### src/rtl/nn_pkg.sv
// nn_pkg: shared fixed-point width and FSM state encoding
// for the layer sequencer, plus an address-width helper.
package nn_pkg;

  localparam int Q_WIDTH = 16;

  typedef enum logic [2:0] {
    S_IDLE,
    S_LOAD,
    S_STREAM,
    S_WAIT,
    S_DONE
  } seq_state_e;

  function automatic int addr_w(input int depth);
    return (depth > 1) ? $clog2(depth) : 1;
  endfunction

endpackage

### src/rtl/layer_sequencer_if.sv
// layer_sequencer_if: RAM, neuron and result bundle of the
// sequencer. master = sequencer side, slave = environment.
interface layer_sequencer_if
  import nn_pkg::*;
#(
  parameter int IN_WIDTH    = Q_WIDTH,
  parameter int NUM_INPUTS  = 784,
  parameter int NUM_NEURONS = 10,
  parameter int OUT_WIDTH   = Q_WIDTH
);

  localparam int PAW = addr_w(NUM_INPUTS);
  localparam int WAW = addr_w(NUM_INPUTS * NUM_NEURONS);
  localparam int NAW = addr_w(NUM_NEURONS);

  logic                 start;
  logic                 busy;
  logic                 done;
  logic [PAW-1:0]       pix_addr;
  logic [IN_WIDTH-1:0]  pix_data;
  logic [WAW-1:0]       w_addr;
  logic [IN_WIDTH-1:0]  w_data;
  logic [NAW-1:0]       b_addr;
  logic [IN_WIDTH-1:0]  b_data;
  logic                 neuron_clr;
  logic [IN_WIDTH-1:0]  data_in;
  logic [IN_WIDTH-1:0]  weight_in;
  logic [IN_WIDTH-1:0]  bias_in;
  logic                 input_valid;
  logic [OUT_WIDTH-1:0] neuron_out;
  logic                 neuron_valid;
  logic                 res_we;
  logic [NAW-1:0]       res_addr;
  logic [OUT_WIDTH-1:0] res_data;

  modport master (
    input  start,
    input  pix_data,
    input  w_data,
    input  b_data,
    input  neuron_out,
    input  neuron_valid,
    output busy,
    output done,
    output pix_addr,
    output w_addr,
    output b_addr,
    output neuron_clr,
    output data_in,
    output weight_in,
    output bias_in,
    output input_valid,
    output res_we,
    output res_addr,
    output res_data
  );

  modport slave (
    output start,
    output pix_data,
    output w_data,
    output b_data,
    output neuron_out,
    output neuron_valid,
    input  busy,
    input  done,
    input  pix_addr,
    input  w_addr,
    input  b_addr,
    input  neuron_clr,
    input  data_in,
    input  weight_in,
    input  bias_in,
    input  input_valid,
    input  res_we,
    input  res_addr,
    input  res_data
  );

endinterface

### src/rtl/addr_gen.sv
// addr_gen: input index i and neuron index n counters.
// i_i_en/i_n_en step, i_n_clr zeroes n; o_base = n*NUM_INPUTS.
module addr_gen
  import nn_pkg::*;
#(
  parameter int NUM_INPUTS  = 784,
  parameter int NUM_NEURONS = 10,
  localparam int IAW = addr_w(NUM_INPUTS),
  localparam int NAW = addr_w(NUM_NEURONS),
  localparam int WAW = addr_w(NUM_INPUTS * NUM_NEURONS)
) (
  input  logic           clk,
  input  logic           rst,
  input  logic           i_i_en,
  input  logic           i_n_clr,
  input  logic           i_n_en,
  output logic [IAW-1:0] o_i,
  output logic [NAW-1:0] o_n,
  output logic [WAW-1:0] o_base,
  output logic           o_i_last,
  output logic           o_n_last
);

  logic [IAW-1:0] r_i;
  logic [NAW-1:0] r_n;
  logic [WAW-1:0] r_base;

  assign o_i      = r_i;
  assign o_n      = r_n;
  assign o_base   = r_base;
  assign o_i_last = (r_i == IAW'(NUM_INPUTS - 1));
  assign o_n_last = (r_n == NAW'(NUM_NEURONS - 1));

  always_ff @(posedge clk or posedge rst) begin
    if (rst) begin
      r_i <= '0;
    end else if (i_i_en) begin
      r_i <= o_i_last ? '0 : r_i + IAW'(1);
    end
  end

  // r_base tracks n*NUM_INPUTS incrementally: no multiplier,
  // and it never exceeds (NUM_NEURONS-1)*NUM_INPUTS.
  always_ff @(posedge clk or posedge rst) begin
    if (rst) begin
      r_n    <= '0;
      r_base <= '0;
    end else if (i_n_clr) begin
      r_n    <= '0;
      r_base <= '0;
    end else if (i_n_en) begin
      if (o_n_last) begin
        r_n    <= '0;
        r_base <= '0;
      end else begin
        r_n    <= r_n + NAW'(1);
        r_base <= r_base + WAW'(NUM_INPUTS);
      end
    end
  end

endmodule

### src/rtl/layer_sequencer.sv
// layer_sequencer: streams pixels/weights of each neuron into a
// MAC neuron and stores its results. Ports: clk, rst, bus(master).
module layer_sequencer
  import nn_pkg::*;
#(
  parameter int IN_WIDTH    = Q_WIDTH,
  parameter int NUM_INPUTS  = 784,
  parameter int NUM_NEURONS = 10,
  parameter int OUT_WIDTH   = Q_WIDTH,
  localparam int IAW = addr_w(NUM_INPUTS),
  localparam int NAW = addr_w(NUM_NEURONS),
  localparam int WAW = addr_w(NUM_INPUTS * NUM_NEURONS)
) (
  input  logic              clk,
  input  logic              rst,
  layer_sequencer_if.master bus
);

  seq_state_e r_state;
  seq_state_e w_next;

  logic                 w_issue;
  logic                 w_n_clr;
  logic                 w_n_en;
  logic                 w_clr;
  logic                 w_res_we;
  logic                 w_done;
  logic [IAW-1:0]       w_i;
  logic [NAW-1:0]       w_n;
  logic [WAW-1:0]       w_base;
  logic                 w_i_last;
  logic                 w_n_last;
  logic [OUT_WIDTH-1:0] w_res_data;

  logic                r_valid;
  logic [IN_WIDTH-1:0] r_bias;

  addr_gen #(
    .NUM_INPUTS  (NUM_INPUTS),
    .NUM_NEURONS (NUM_NEURONS)
  ) u_addr_gen (
    .clk      (clk),
    .rst      (rst),
    .i_i_en   (w_issue),
    .i_n_clr  (w_n_clr),
    .i_n_en   (w_n_en),
    .o_i      (w_i),
    .o_n      (w_n),
    .o_base   (w_base),
    .o_i_last (w_i_last),
    .o_n_last (w_n_last)
  );

  always_ff @(posedge clk or posedge rst) begin
    if (rst) begin
      r_state <= S_IDLE;
    end else begin
      r_state <= w_next;
    end
  end

  always_comb begin
    w_next   = r_state;
    w_issue  = 1'b0;
    w_n_clr  = 1'b0;
    w_n_en   = 1'b0;
    w_clr    = 1'b0;
    w_res_we = 1'b0;
    w_done   = 1'b0;
    unique case (r_state)
      S_IDLE: begin
        if (bus.start) begin
          w_n_clr = 1'b1;
          w_next  = S_LOAD;
        end
      end
      S_LOAD: begin
        w_clr  = 1'b1;
        w_next = S_STREAM;
      end
      S_STREAM: begin
        w_issue = 1'b1;
        if (w_i_last) begin
          w_next = S_WAIT;
        end
      end
      S_WAIT: begin
        if (bus.neuron_valid) begin
          w_res_we = 1'b1;
          if (w_n_last) begin
            w_next = S_DONE;
          end else begin
            w_n_en = 1'b1;
            w_next = S_LOAD;
          end
        end
      end
      S_DONE: begin
        w_done = 1'b1;
        w_next = S_IDLE;
      end
      default: begin
        w_next = S_IDLE;
      end
    endcase
  end

  // RAM data lands one cycle after the issue, so the beat strobe
  // is the issue strobe delayed by one register.
  always_ff @(posedge clk or posedge rst) begin
    if (rst) begin
      r_valid <= 1'b0;
    end else begin
      r_valid <= w_issue;
    end
  end

  // b_addr was presented during LOAD; its data arrives on the
  // first STREAM cycle (i still 0).
  always_ff @(posedge clk or posedge rst) begin
    if (rst) begin
      r_bias <= '0;
    end else if (r_state == S_STREAM && w_i == '0) begin
      r_bias <= bus.b_data;
    end
  end

  assign w_res_data = bus.neuron_out;

  assign bus.busy        = (r_state != S_IDLE);
  assign bus.done        = w_done;
  assign bus.pix_addr    = w_i;
  assign bus.w_addr      = w_base + WAW'(w_i);
  assign bus.b_addr      = w_n;
  assign bus.neuron_clr  = w_clr;
  assign bus.data_in     = bus.pix_data;
  assign bus.weight_in   = bus.w_data;
  assign bus.bias_in     = r_bias;
  assign bus.input_valid = r_valid;
  assign bus.res_we      = w_res_we;
  assign bus.res_addr    = w_n;
  assign bus.res_data    = w_res_data;

endmodule

### src/flat_wrapper.sv
// flat-port wrapper written by rule: the top's interface ports become plain ports
module layer_sequencer_flat import nn_pkg::*;
#(
  parameter int IN_WIDTH    = Q_WIDTH,
  parameter int NUM_INPUTS  = 784,
  parameter int NUM_NEURONS = 10,
  parameter int OUT_WIDTH   = Q_WIDTH,
  localparam int IAW = addr_w(NUM_INPUTS),
  localparam int NAW = addr_w(NUM_NEURONS),
  localparam int WAW = addr_w(NUM_INPUTS * NUM_NEURONS)
)
  (clk, rst, bus_start, bus_pix_data, bus_w_data, bus_b_data, bus_neuron_out, bus_neuron_valid, bus_busy, bus_done, bus_pix_addr, bus_w_addr, bus_b_addr, bus_neuron_clr, bus_data_in, bus_weight_in, bus_bias_in, bus_input_valid, bus_res_we, bus_res_addr, bus_res_data);
  layer_sequencer_if #(.IN_WIDTH(IN_WIDTH), .NUM_INPUTS(NUM_INPUTS), .NUM_NEURONS(NUM_NEURONS), .OUT_WIDTH(OUT_WIDTH)) bus_i ();
  input  logic clk;
  input  logic rst;
  input wire logic [$bits(bus_i.start)-1:0] bus_start;
  input wire logic [$bits(bus_i.pix_data)-1:0] bus_pix_data;
  input wire logic [$bits(bus_i.w_data)-1:0] bus_w_data;
  input wire logic [$bits(bus_i.b_data)-1:0] bus_b_data;
  input wire logic [$bits(bus_i.neuron_out)-1:0] bus_neuron_out;
  input wire logic [$bits(bus_i.neuron_valid)-1:0] bus_neuron_valid;
  output wire logic [$bits(bus_i.busy)-1:0] bus_busy;
  output wire logic [$bits(bus_i.done)-1:0] bus_done;
  output wire logic [$bits(bus_i.pix_addr)-1:0] bus_pix_addr;
  output wire logic [$bits(bus_i.w_addr)-1:0] bus_w_addr;
  output wire logic [$bits(bus_i.b_addr)-1:0] bus_b_addr;
  output wire logic [$bits(bus_i.neuron_clr)-1:0] bus_neuron_clr;
  output wire logic [$bits(bus_i.data_in)-1:0] bus_data_in;
  output wire logic [$bits(bus_i.weight_in)-1:0] bus_weight_in;
  output wire logic [$bits(bus_i.bias_in)-1:0] bus_bias_in;
  output wire logic [$bits(bus_i.input_valid)-1:0] bus_input_valid;
  output wire logic [$bits(bus_i.res_we)-1:0] bus_res_we;
  output wire logic [$bits(bus_i.res_addr)-1:0] bus_res_addr;
  output wire logic [$bits(bus_i.res_data)-1:0] bus_res_data;
  assign bus_i.start = bus_start;
  assign bus_i.pix_data = bus_pix_data;
  assign bus_i.w_data = bus_w_data;
  assign bus_i.b_data = bus_b_data;
  assign bus_i.neuron_out = bus_neuron_out;
  assign bus_i.neuron_valid = bus_neuron_valid;
  assign bus_busy = bus_i.busy;
  assign bus_done = bus_i.done;
  assign bus_pix_addr = bus_i.pix_addr;
  assign bus_w_addr = bus_i.w_addr;
  assign bus_b_addr = bus_i.b_addr;
  assign bus_neuron_clr = bus_i.neuron_clr;
  assign bus_data_in = bus_i.data_in;
  assign bus_weight_in = bus_i.weight_in;
  assign bus_bias_in = bus_i.bias_in;
  assign bus_input_valid = bus_i.input_valid;
  assign bus_res_we = bus_i.res_we;
  assign bus_res_addr = bus_i.res_addr;
  assign bus_res_data = bus_i.res_data;
  layer_sequencer #(.IN_WIDTH(IN_WIDTH), .NUM_INPUTS(NUM_INPUTS), .NUM_NEURONS(NUM_NEURONS), .OUT_WIDTH(OUT_WIDTH)) u_core (.clk(clk), .rst(rst), .bus(bus_i));
endmodule
### config.mk
export PLATFORM = sky130hd
export DESIGN_NAME = layer_sequencer_flat
export DESIGN_NICKNAME = d
export VERILOG_FILES = /design/src/rtl/nn_pkg.sv /design/src/rtl/layer_sequencer_if.sv /design/src/rtl/addr_gen.sv /design/src/rtl/layer_sequencer.sv /design/src/flat_wrapper.sv
export SDC_FILE = /design/constraint.sdc
export NUM_CORES = 1
export LEC_CHECK = 0
export CAP_MARGIN = 20
export CORE_UTILIZATION = 25
export DETAILED_ROUTE_END_ITERATION = 16
export SETUP_SLACK_MARGIN = 0.05
export SYNTH_ARGS = -nofsm -noshare
export SYNTH_HDL_FRONTEND = slang
export SYNTH_SLANG_ARGS = --single-unit
### constraint.sdc
create_clock -name clk -period 5.45 [get_ports clk]
set_clock_uncertainty 0.2 [all_clocks]
set_input_delay 0.545 -clock clk [delete_from_list [all_inputs] [get_ports clk]]
set_output_delay 0.545 -clock clk [all_outputs]
set_load 0.1 [all_outputs]
==> results_dict.tcl <==
set metrics [dict create \
    outcome "finished clean" \
    pin_count 168 \
    synth_area_leader_cell "dfrtp_1" \
    regArea_sq_um 1080 \
    grt_max_degree 44 \
    yosys.area_share.simple_pct 14.6 \
    area_growth_pct 18.6 \
    clkLatencyLatePin_ns 0.29 \
    antenna_left 0 \
    tritoncts "built" \
    ys_ff_latch 43 \
    reg2reg_from "u_core.u_addr_gen.o_i[0]" \
    synth_compound_area_share_pct 7.39 \
    grt.overflow.total 0 \
    final_max_slew_viol_count 0 \
    ys_warn_count 0 \
    synth_top_area_share_pct 39.4 \
    core_sq_um 10500 \
    start_kind "flop" \
    layout_min_cycle_time_ns 4.04 \
    yosys.area_share.adder_pct 5.05 \
    hold_viol_final 0 \
    start_util_pct 26.1 \
    port_buffers 71 \
    postSynthAreaPerCell_sq_um 10.4 \
    hold_end "u_core.bus.bias_in[4]" \
    synth_nets 341 \
    fin_setup_tns_ns 0 \
    max_cap_violations 0 \
    post_cts_resize_count 0 \
    min_from "u_core.bus.bias_in[4]" \
    synthTopCellsByArea "dfrtp_1 39%, buf_4 15%, mux2_4 5.5%, ha_1 5.0%, xor2_1 3.5%" \
    whs_path_depth 1 \
    fin_crit_sh_pct 74.0 \
    die-area_sq_um 11300 \
    drt-total-wl_mm 5.69 \
    hold_path.class "reg2reg" \
    num_vias 1863 \
    clock_path_buffers 2 \
    synthXorXnorAreaFrac_pct 6.74 \
    synth_top_family_by_area "buffers and inverters" \
    critPathRequiredTime_ns 4.70 \
    globalplace.congestion 0.776 \
    synth_async_sr_flop_share_pct 100 \
    path_class "reg2out" \
    first_global_vias 1790 \
    critPathMaxFanout 5 \
    ys_seq_area_share_pct 39.4 \
    synth_cells 262 \
    grt_use_total_pct 10.3 \
    drt_iter0_drc 49 \
    routedWlPerCell_um 13.7 \
    setup_viol 0 \
    cts_root_buf "clkbuf_8" \
    yosysUniqueCellTypes 51 \
    grt_pass1_wl_mm 9.16 \
    antenna_cells 0 \
    postCtsHoldBufs 0 \
    die_y_um 106 \
    nFillCells 1101 \
    cts.htree.levels 2 \
    clkTransAtPathRegs_ns 0.08 \
    rsz0062_at_grt "no" \
    drive_above_1_share_pct 10.8 \
    antenna_found_initial 0 \
    reg2reg_slack_ns 2.85 \
    rows 37 \
    post_drt_via_cell_ratio 4.49 \
    numCtsBuffers 5 \
    dp_hpwl_mm 4.26 \
    route.detailed.drc 0 \
    multi_input_area_sq_um 1150 \
    crit_path_end_kind "output pin" \
    fin_nets 358 \
    cts_sinks 43 \
    max_freq_ghz 0.248 \
    synth_edf_count 0 \
    cts_setup_buffers 0 \
    ys.flop_type "dfrtp_1" \
    tightest_slew_ns 1.02 \
    die_x_um 106 \
    timing.max_slew.rel_slack_pct 31.7 \
    timing.rr.end "u_core.bus.bias_in[5]" \
    dr.pass1.iters 4 \
    synthMuxAreaShare_pct 8.39 \
    r2r_cells 5 \
    arrival_ns 3.29 \
    syn_area_sq_um 2730 \
]
[cell usage after synthesis (all sizes together) (2+ instances only)]
library cell  number
a31oi              2
o211ai             2
nand2             11
xor2              11
nor3b              2
mux2              17
dfrtp             43
nor2              19
clkbuf             3
and4               2
xnor2             10
inv                8
o21ai              7
ha                11
nand4              9
a21oi              4
nand4b             3
buf               58
nand3              9
nor4               2
o41ai              2
nor3               6
[stage by stage]
stage               cells  hold slack, ns  instance area (sq um)  setup WS (ns)  utilization (%)
finish                415           0.310                   3240           1.41             30.9
global route          415           0.324                   3240           1.28             30.9
CTS                   415           0.316                   3240           1.39             30.9
detailed placement    408           0.294                   3150           1.71             30.1
global placement      408           0.290                   3150           1.77             30.1
floorplan             262           0.317                   2730           1.05                -
[worst max-delay path, stage by stage, from the launching register on]
cell and delay (ns):
dfrtp_1 0.46, ha_1 0.36, a211oi_1 0.51, nor2_1 0.13, a41o_1 0.27, xor2_1 0.13, clkdlybuf4s50_1 1.15
[metal layers]
layer,wire length (um),global-route usage (%),vias to the layer above,share of wire [%]
li1,-,-,896,-
met5,0,0,-,0
met4,119,4.21,0,2.1
met3,446,3.31,25,7.8
met2,2640,16.6,69,46
met1,2490,12.7,873,44
[how the worst max path moves through the flow]
stage | slack [ns] | endpoint | from
final | 1.41 | bus_w_addr[11] | u_core.u_addr_gen.o_i[5]
after global routing | 1.28 | bus_w_addr[9] | u_core.u_addr_gen.o_i[5]
after CTS | 1.39 | bus_w_addr[11] | u_core.u_addr_gen.o_i[5]
after detailed placement | 1.71 | bus_w_addr[11] | u_core.u_addr_gen.o_i[5]
after global placement | 1.77 | bus_w_addr[11] | u_core.u_addr_gen.o_i[5]
after floorplan | 1.05 | bus_w_addr[10] | u_core.u_addr_gen.o_i[5]
[flip-flops by register name, indices dropped and copies added (netlist names)]
name	count
u_core.u_addr_gen.o_i	10
u_core.bus.input_valid	1
u_core.r_state	3
u_core.u_addr_gen.o_n	4
u_core.bus.bias_in	16
u_core.u_addr_gen.o_base	9
[cell usage in the layout (no fill, tap or decap), drive strengths merged, types with 3 or more instances in the layout]
master	instances
a21oi	4
clkbuf	6
clkdlybuf4s50	71
clkinv	3
dfrtp	43
ha	11
inv	7
mux2	17
nand2	11
nand3	9
nand4	9
nand4b	3
nor2	19
nor3	6
o21ai	7
xnor2	10
xor2	11
[kinds of logic (layout without fill, tap and decap cells)]
family,Yosys count,in the layout
compound gates,29,29
xor+xnor,21,21
fa+ha+maj,11,11
buf+inv,71,88
flops,43,43
mux,17,17
simple gates,70,70
[layout make-up]
class / instances / area share, %
clock inverters: 1 / 0.155
inverters: 9 / 1.04
clock buffers: 6 / 2.55
flip-flops and latches: 43 / 33.3
well taps: 136 / 5.26
multi-input cells: 148 / 35.5
repair buffers: 72 / 22.2
Power is not shown: default switching activity piles up to over one toggle a cycle in this logic, so the estimate is an artifact.
